**config.mk**
```make
export PLATFORM = sky130hd
export DESIGN_NAME = ps2_scan_ctrl
export DESIGN_NICKNAME = d
export VERILOG_FILES = /design/src/rtl/ps2_scan_ctrl.sv
export SDC_FILE = /design/constraint.sdc
export NUM_CORES = 1
export LEC_CHECK = 0
export BUFFER_PORTS_ARGS = -buffer_cell sky130_fd_sc_hd__buf_2
export CORE_MARGIN = 8
export CORE_UTILIZATION = 65
export CTS_CLUSTER_DIAMETER = 200
export CTS_CLUSTER_SIZE = 20
export DETAILED_ROUTE_END_ITERATION = 10
export GPL_ROUTABILITY_DRIVEN = 0
export PLACE_DENSITY_LB_ADDON = 0.3
export SYNTH_ARGS = -nofsm -noshare
export SYNTH_HDL_FRONTEND = slang
export SYNTH_SLANG_ARGS = --single-unit
```
**constraint.sdc**
```tcl
create_clock -name CLOCK_50 -period 5.5 [get_ports CLOCK_50]
set_input_delay 0.825 -clock CLOCK_50 [delete_from_list [all_inputs] [get_ports CLOCK_50]]
set_output_delay 0.825 -clock CLOCK_50 [all_outputs]
set_load 0.01 [all_outputs]
```
**src/rtl/ps2_scan_ctrl.sv**
```systemverilog
// PS/2 keyboard receiver: decodes scan codes with E0/F0 prefixes into a FWFT FIFO.
// Entry visible 3 CLOCK_50 edges after the stop-bit fall; when full a new entry is dropped and fifo_ovf sticks.
module ps2_scan_ctrl #(
    parameter int TIMEOUT_CYC = 50000,
    parameter int FIFO_DEPTH  = 4
) (
    input  logic       CLOCK_50,
    input  logic       Resetn,
    input  logic       ps2_clk,
    input  logic       ps2_dat,
    output logic [7:0] key_code,
    output logic       key_break,
    output logic       key_ext,
    output logic       key_valid,
    input  logic       key_ready,
    output logic       frame_err,
    output logic       fifo_ovf
);

    localparam int AW = $clog2(FIFO_DEPTH);
    localparam int CW = $clog2(TIMEOUT_CYC + 1);
    localparam logic [AW:0]   FULL_CNT = (AW+1)'(FIFO_DEPTH);
    localparam logic [CW-1:0] TO_LAST  = CW'(TIMEOUT_CYC - 1);

    typedef enum logic [1:0] {IDLE, DATA, PARITY, STOP} state_t;

    typedef struct packed {
        logic       ext;
        logic       brk;
        logic [7:0] code;
    } entry_t;

    logic [1:0]    clk_sync, dat_sync;
    logic          clk_prev, fall, sdat;
    state_t        state, state_nxt;
    logic [2:0]    bit_cnt;
    logic [7:0]    shreg;
    logic          par_bit;
    logic [CW-1:0] idle_cnt;
    logic          timeout, byte_ok, byte_bad, push;
    logic          ext_flag, brk_flag;

    entry_t        mem [FIFO_DEPTH];
    logic [AW-1:0] wr_ptr, rd_ptr;
    logic [AW:0]   count;
    logic          full, pop, wr_en, drop;
    entry_t        head;

    // Reset high so the edge detector never sees a fall right after reset release
    always_ff @(posedge CLOCK_50 or negedge Resetn) begin
        if (!Resetn) begin
            clk_sync <= 2'b11;
            dat_sync <= 2'b11;
            clk_prev <= 1'b1;
        end else begin
            clk_sync <= {clk_sync[0], ps2_clk};
            dat_sync <= {dat_sync[0], ps2_dat};
            clk_prev <= clk_sync[1];
        end
    end

    assign fall    = clk_prev & ~clk_sync[1];
    assign sdat    = dat_sync[1];
    assign timeout = (state != IDLE) && !fall && (idle_cnt == TO_LAST);

    always_ff @(posedge CLOCK_50 or negedge Resetn) begin
        if (!Resetn) state <= IDLE;
        else         state <= state_nxt;
    end

    always_comb begin
        state_nxt = state;
        if (timeout) begin
            state_nxt = IDLE;
        end else if (fall) begin
            case (state)
                IDLE:    if (!sdat) state_nxt = DATA;
                DATA:    if (bit_cnt == 3'd7) state_nxt = PARITY;
                PARITY:  state_nxt = STOP;
                default: state_nxt = IDLE;
            endcase
        end
    end

    // Odd parity over data plus parity bit, and a high stop bit, accept the byte
    always_comb begin
        byte_ok  = 1'b0;
        byte_bad = 1'b0;
        if (fall && state == STOP) begin
            if (sdat && (^{shreg, par_bit})) byte_ok  = 1'b1;
            else                             byte_bad = 1'b1;
        end
    end

    assign push = byte_ok && (shreg != 8'hE0) && (shreg != 8'hF0);

    always_ff @(posedge CLOCK_50 or negedge Resetn) begin
        if (!Resetn) begin
            bit_cnt   <= '0;
            shreg     <= '0;
            par_bit   <= 1'b0;
            idle_cnt  <= '0;
            frame_err <= 1'b0;
            ext_flag  <= 1'b0;
            brk_flag  <= 1'b0;
        end else begin
            frame_err <= byte_bad | timeout;
            if (state == IDLE || fall || timeout) idle_cnt <= '0;
            else                                  idle_cnt <= idle_cnt + CW'(1);
            if (fall) begin
                case (state)
                    IDLE:   bit_cnt <= '0;
                    DATA: begin
                        shreg   <= {sdat, shreg[7:1]};
                        bit_cnt <= bit_cnt + 3'd1;
                    end
                    PARITY: par_bit <= sdat;
                    default: ;
                endcase
            end
            if (timeout) begin
                ext_flag <= 1'b0;
                brk_flag <= 1'b0;
            end else if (byte_ok) begin
                if (shreg == 8'hE0) begin
                    ext_flag <= 1'b1;
                end else if (shreg == 8'hF0) begin
                    brk_flag <= 1'b1;
                end else begin
                    ext_flag <= 1'b0;
                    brk_flag <= 1'b0;
                end
            end
        end
    end

    assign full      = (count == FULL_CNT);
    assign key_valid = (count != '0);
    assign pop       = key_valid & key_ready;
    assign wr_en     = push & (~full | pop);
    assign drop      = push & full & ~pop;

    always_ff @(posedge CLOCK_50) begin
        if (wr_en) mem[wr_ptr] <= '{ext: ext_flag, brk: brk_flag, code: shreg};
    end

    always_ff @(posedge CLOCK_50 or negedge Resetn) begin
        if (!Resetn) begin
            wr_ptr   <= '0;
            rd_ptr   <= '0;
            count    <= '0;
            fifo_ovf <= 1'b0;
        end else begin
            if (wr_en) wr_ptr <= wr_ptr + AW'(1);
            if (pop)   rd_ptr <= rd_ptr + AW'(1);
            if (wr_en && !pop)      count <= count + (AW+1)'(1);
            else if (pop && !wr_en) count <= count - (AW+1)'(1);
            if (drop) fifo_ovf <= 1'b1;
        end
    end

    assign head      = mem[rd_ptr];
    assign key_code  = key_valid ? head.code : 8'h00;
    assign key_break = key_valid ? head.brk  : 1'b0;
    assign key_ext   = key_valid ? head.ext  : 1'b0;

endmodule
```
==> impl_metrics.py, run 1 <==
metrics = {
    "power": {
        "ir_drop_mv": 0.259,
        "p_per_area_nw_per_um2": 489,
        "p_leak_uw": 0.00170,
    },
    "synth": {
        "synth.most_common_cell": "dfrtp_1",
        "yosys.area.top_type_share_pct": 31.0,
        "syn_area_um2": 3880,
        "synthArstFlopShare_pct": 53.5,
        "synth.avg_cell_area_um2": 14.5,
        "synth_cell_type_count": 49,
        "synth-seq-cells": 86,
        "seq_area_frac_synth_pct": 60.8,
        "syn_inst": 267,
        "yosysWarningCount": 0,
        "synth_ff_type": "dfrtp_1",
        "synth_area_leaders": "edfxtp_1 (31%), dfrtp_1 (26%), mux4_2 (5.8%)",
        "synth_enable_flop_cells": 40,
        "synth_nets": 285,
        "synthTopCellsByCount": "dfrtp_1 (41), edfxtp_1 (40), nor2_1 (18), nand2_1 (13), xor2_1 (13)",
        "yosysTopAreaCell": "edfxtp_1",
    },
    "cells_and_area": {
        "layout.nets": 305,
        "fillCellCount": 378,
        "diodes": 0,
        "drive_gt1_share_pct": 22.3,
        "fin_cells": 367,
        "area_growth_pct": 9.04,
    },
    "setup_path": {
        "cp.required_ns": 4.68,
        "critical_path_class": "reg2out",
        "end_kind": "output pin",
        "crit_path_top_delay_cell": "dfrtp_1",
        "crit_path_start_kind": "register",
        "crit_path_cell_trace": "mux4_2 > and2_1 > buf_2",
        "max_stage_delay_ns": 0.81,
        "crit_fanout": 12,
        "cp.arrival_ns": 2.05,
    },
    "floorplan": {
        "die_x_um": 93.2,
        "die-area_um2": 8690,
        "fp.coreArea_um2": 5850,
        "io_pins": 18,
        "start_util_pct": 66.3,
        "rows": 28,
        "die_y_um": 93.2,
    },
    "timing": {
        "period_share_pct": 52.3,
        "fin_skew_ns": 0.00749,
        "rsz0062_at_grt": "no",
        "setup-violations-final": 0,
        "finalMaxSlewViolations": 0,
        "setup_slack_ns": 2.62,
        "fin_setup_tns_ns": 0,
        "hold_violations": 0,
        "slew_headroom_pct": 34.4,
        "clock.fmax_ghz": 0.347,
        "worstMarginPinSlew_ns": 0.984,
        "period_minus_slack_ns": 2.88,
    },
    "clock_network": {
        "cts_resized": 0,
        "clkSinkCount": 86,
        "cts_tree": "built",
        "clock_path_buffers": 2,
        "cts_hold_buf": 0,
        "numCtsBuffers": 9,
        "clock-root-buffer": "clkbuf_8",
        "clk_pin_slew_ns": 0.08,
        "post-cts-setup-buffer-count": 0,
        "clk_latency_ns": 0.35,
        "htreeDepth": 3,
    },
    "place": {
        "portBuffers": 17,
        "place_ws_ns": 2.40,
        "dp.cells": 351,
        "detailed_place_hpwl_um": 4340,
    },
    "global_route": {
        "antenna_found_initial": 0,
        "grt_first_pass_wirelength_um": 10500,
        "grt_pass1_vias": 2219,
        "overflow": 0,
        "grt_max_degree": 47,
        "grt.total_usage_pct": 15.6,
    },
    "min_path": {
        "min_path_type": "reg2reg",
    },
    "detailed_routing": {
        "wl_per_cell_um": 17.0,
        "num_vias": 2133,
        "drtAntennaViolNets": 0,
        "drtIter0Drc": 76,
        "routed_wl_um": 6240,
        "drt-pass1-iter-count": 4,
        "drcViolationCount": 0,
        "viasPerCell": 5.81,
    },
    "flow_run": {
        "drv_cap": 0,
    },
    "outcome": {
        "status": "finished clean",
    },
}
[layout by cell type, fill, tap and decap left out, types with 5 or more instances in the layout]
cell type  synthesis  final
mux2_2            11     11
mux4_2            10     10
nand2_1           13     13
buf_2              3     17
and2_1            11     11
ha_1              12     12
xnor2_1            9      9
dfrtp_1           41     41
xor2_1            13     13
clkbuf_8           0      9
edfxtp_1          40     40
nor2_1            18     18
dfstp_2            5      5
inv_1              7      7
nand3_1           11     11
[where the power goes]
group	internal (uW)	switching, uW	total [uW]
logic	352	310	662
clock network	255	200	455
registers	798	151	950
[state kept, by name, indices dropped and copies added (netlist names), 3 cells and up]
signal / cells
mem: 40
count: 3
bit_cnt: 3
shreg: 8
idle_cnt: 16
[critical path, delay by kind of cell (launching register included)]
family / cells / cell delay (ns)
AND/OR/NAND/NOR: 1 / 0.16
buffers and inverters: 1 / 0.13
flip-flops: 1 / 0.81
multiplexers: 1 / 0.60
[final timing paths]
kind	startpoint	endpoint	slack (ns)	cells after the start
max	rd_ptr[0]$_DFFE_PN0N_	key_code[6]	2.62	3
min	dat_sync[0]$_DFF_PN1_	dat_sync[1]$_DFF_PN1_	0.36	0
max reg2reg	shreg[4]$_DFFE_PN0P_	count[2]$_DFFE_PN0P_	2.78	9
min reg2reg	dat_sync[0]$_DFF_PN1_	dat_sync[1]$_DFF_PN1_	0.36	0
max in group asynchronous	Resetn	shreg[0]$_DFFE_PN0P_	4.25	1
min in group asynchronous	Resetn	bit_cnt[1]$_DFFE_PN0P_	0.64	1
[final cells by class]
type	count	area (um^2)	share of cell area, %
multi-input combinational	166	1460	34.5
timing repair buffer	17	85.1	2.01
clock buffer	12	135	3.20
inverter	7	26.3	0.621
sequential	86	2360	55.8
tap	75	93.8	2.22
clock inverter	4	71.3	1.69
[through the flow]
step	util [%]	instance area, um^2	hold WS [ns]	power, uW
after floorplan	-	3880	0.345	1450
after CTS	72.3	4230	0.359	2090
after global routing	72.3	4230	0.362	2190
final	72.3	4230	0.357	2070
after global placement	68.7	4020	0.346	1610
after detailed placement	68.7	4020	0.348	1630
[per-layer routing]
layer | up-vias | wire [um] | track usage [%]
met5 | - | 0 | 0
met4 | 0 | 105 | 6.04
met3 | 11 | 232 | 4.89
met2 | 28 | 3230 | 27.2
met1 | 1067 | 2670 | 17.5
li1 | 1027 | - | -
[cell families after synthesis]
kind of cell | synth area share, %
muxes | 10.2
buffers and inverters | 1.58
DFF | 60.8
AOI/OAI and AO/OA | 3.58
adders and majority gates | 4.39
xor gates and xnor gates | 6.78
and+or+nand+nor | 12.6
Power figures use the tool's default switching activity.
==> inputs of run 2 (changes only) <==
--- a/config.mk
+++ b/config.mk
@@ -7,7 +7,7 @@
 export LEC_CHECK = 0
 export BUFFER_PORTS_ARGS = -buffer_cell sky130_fd_sc_hd__buf_2
 export CORE_MARGIN = 8
-export CORE_UTILIZATION = 65
+export CORE_UTILIZATION = 55
 export CTS_CLUSTER_DIAMETER = 200
 export CTS_CLUSTER_SIZE = 20
 export DETAILED_ROUTE_END_ITERATION = 10
==> constraint.sdc (replaced) <==
create_clock -name CLOCK_50 -period 2.4 [get_ports CLOCK_50]
set_input_delay 0.36 -clock CLOCK_50 [delete_from_list [all_inputs] [get_ports CLOCK_50]]
set_output_delay 0.36 -clock CLOCK_50 [all_outputs]
set_load 0.01 [all_outputs]
==> run 2 against run 1 <==
Net effect:
- sequential power grew 110%
- die area grew 15%
- utilization is 5.6 points lower
- worst hold slack got worse by 0.27 ns
- via count rose by 4.6%
- worst setup slack got worse by 2.5 ns
- sequential share of layout area is 3.7 points lower
- critical path type is now reg2reg
==> impl_metrics.py, run 2 (synthesis results as in run 1) <==
metrics = {
    "timing": {
        "hold_violations": 0,
        "fin_skew_ns": 0.0100,
        "period_minus_slack_ns": 2.32,
        "period_share_pct": 96.5,
        "fin_setup_tns_ns": 0,
        "setup_slack_ns": 0.0835,
        "slew_headroom_pct": 65.1,
        "finalMaxSlewViolations": 0,
        "worstMarginPinSlew_ns": 0.523,
        "rsz0062_at_grt": "yes",
        "clock.fmax_ghz": 0.432,
        "setup-violations-final": 0,
    },
    "cells_and_area": {
        "regMostFlops": "mem",
        "area_growth_pct": 16.8,
        "design_area_um2": 4530,
        "layout_commonest_cell": "dfrtp_1",
        "largest_register_ffs": 40,
        "final_cell_mix": "dfrtp_1 (41), edfxtp_1 (40), buf_4 (26)",
        "layout.nets": 332,
        "drive_gt1_share_pct": 32.9,
        "reg_top3": "mem (40), idle_cnt (16), shreg (8)",
        "diodes": 0,
        "fin_cells": 415,
        "fillCellCount": 474,
    },
    "floorplan": {
        "io_pins": 18,
        "rows": 30,
        "die-area_um2": 9990,
        "start_util_pct": 57.1,
        "die_x_um": 100,
        "fp.coreArea_um2": 6790,
        "die_y_um": 100,
    },
    "detailed_routing": {
        "num_vias": 2231,
        "drt-pass1-iter-count": 4,
        "drtAntennaViolNets": 0,
        "routed_wl_um": 6680,
        "viasPerCell": 5.38,
        "wl_per_cell_um": 16.1,
        "drcViolationCount": 0,
        "drtIter0Drc": 83,
    },
    "place": {
        "dp.cells": 392,
        "portBuffers": 17,
        "dpl_cell_area_um2": 4250,
        "detailed_place_hpwl_um": 4770,
        "place_ws_ns": 0.0375,
    },
    "clock_network": {
        "clk_pin_slew_ns": 0.09,
        "htreeDepth": 3,
        "clk_latency_ns": 0.35,
        "clkSinkCount": 86,
        "clock_path_buffers": 2,
        "numCtsBuffers": 9,
        "cts_tree": "built",
        "clock-root-buffer": "clkbuf_8",
    },
    "power": {
        "power_uw": 5100,
        "p_sw_share_pct": 33.4,
        "switchingPower_uw": 1710,
        "seqPwrFrac_pct": 39.8,
        "p_per_area_nw_per_um2": 1130,
        "p_leak_uw": 0.00185,
        "ir_drop_mv": 0.603,
        "combPwrFrac_pct": 39.2,
        "p_clk_share_pct": 21.1,
        "intPower_uw": 3390,
    },
    "setup_path": {
        "crit_fanout": 3,
        "r2r-end": "count[1]$_DFFE_PN0P_",
        "crit_path_start_kind": "register",
        "end_kind": "register",
        "cp.arrival_ns": 2.56,
        "critical_path_class": "reg2reg",
        "worstRegToRegCells": 7,
        "cp.required_ns": 2.65,
        "r2r_slack_ns": 0.08,
        "reg2reg_from": "shreg[2]$_DFFE_PN0P_",
    },
    "outcome": {
        "status": "finished clean",
    },
    "min_path": {
        "hold_end": "dat_sync[0]$_DFF_PN1_",
        "min_from": "ps2_dat",
        "min_path_type": "in2reg",
        "min_path_cells": 1,
    },
    "global_route": {
        "antenna_found_initial": 0,
        "grt_first_pass_wirelength_um": 11500,
        "overflow": 0,
        "grt_max_degree": 28,
        "grt_pass1_vias": 2312,
        "grt.total_usage_pct": 14.9,
    },
    "flow_run": {
        "drv_cap": 0,
    },
}
-- run 2: how the worst max path moves through the flow --
stage,startpoint,end,cells after the start
after global placement,shreg[2]$_DFFE_PN0P_,count[1]$_DFFE_PN0P_,7
after global routing,state[1]$_DFFE_PN0P_,count[2]$_DFFE_PN0P_,10
final,shreg[2]$_DFFE_PN0P_,count[1]$_DFFE_PN0P_,7
after CTS,shreg[0]$_DFFE_PN0P_,count[2]$_DFFE_PN0P_,10
after floorplan,shreg[5]$_DFFE_PN0P_,count[2]$_DFFE_PN0P_,9
after detailed placement,state[1]$_DFFE_PN0P_,count[2]$_DFFE_PN0P_,10
-- run 2: cell type report --
cell class,count,area (um^2),share of cell area [%]
Tap cell,96,120,2.65
Sequential cell,86,2360,52.1
Clock inverter,6,75.1,1.66
Inverter,7,26.3,0.580
Multi-Input combinational cell,166,1520,33.6
Clock buffer,10,138,3.04
Timing Repair Buffer,44,290,6.41
-- run 2: power by group through the flow --
stage,logic [uW],registers (uW),clock network (uW)
2_1_floorplan,1330,2050,0
3_3_place_gp,1890,2050,0
3_5_place_dp,1970,2070,0
4_1_cts,1980,2040,1100
5_1_grt,2220,2060,1140
6_report,2000,2030,1070
-- run 2: repair_timing --
action | CTS | global route
resized for setup | 0 | 4
buffers inserted | 0 | 6
hold buffers | 1 | 0
hold endpoints to repair | 19 | 0
setup endpoints to repair | 0 | 2
-- run 2: stage by stage --
| stage | hold WS (ns) | utilization (%) |
|---|---|---|
| 2_1_floorplan | 0.0644 | - |
| 3_3_place_gp | 0.326 | 62.5 |
| 3_5_place_dp | 0.331 | 62.5 |
| 4_1_cts | 0.0790 | 65.8 |
| 5_1_grt | 0.0759 | 66.7 |
| 6_report | 0.0905 | 66.7 |
-- run 2: critical path, stage by stage, from the launching register on --
cell       delay, ns
dfrtp_1         0.38
or4b_4          0.58
o2111ai_4       0.24
mux2i_4         0.11
ha_4            0.17
inv_2           0.05
fa_2            0.41
mux2_2          0.26
-- run 2: metal layers --
metal | part of all wire, % | GRT usage [%] | vias up
met3 | 2.6 | 2.70 | 13
met2 | 50 | 25.0 | 23
li1 | - | - | 1086
met5 | 0 | 0 | -
met4 | 2.1 | 8.03 | 0
met1 | 46 | 17.7 | 1109
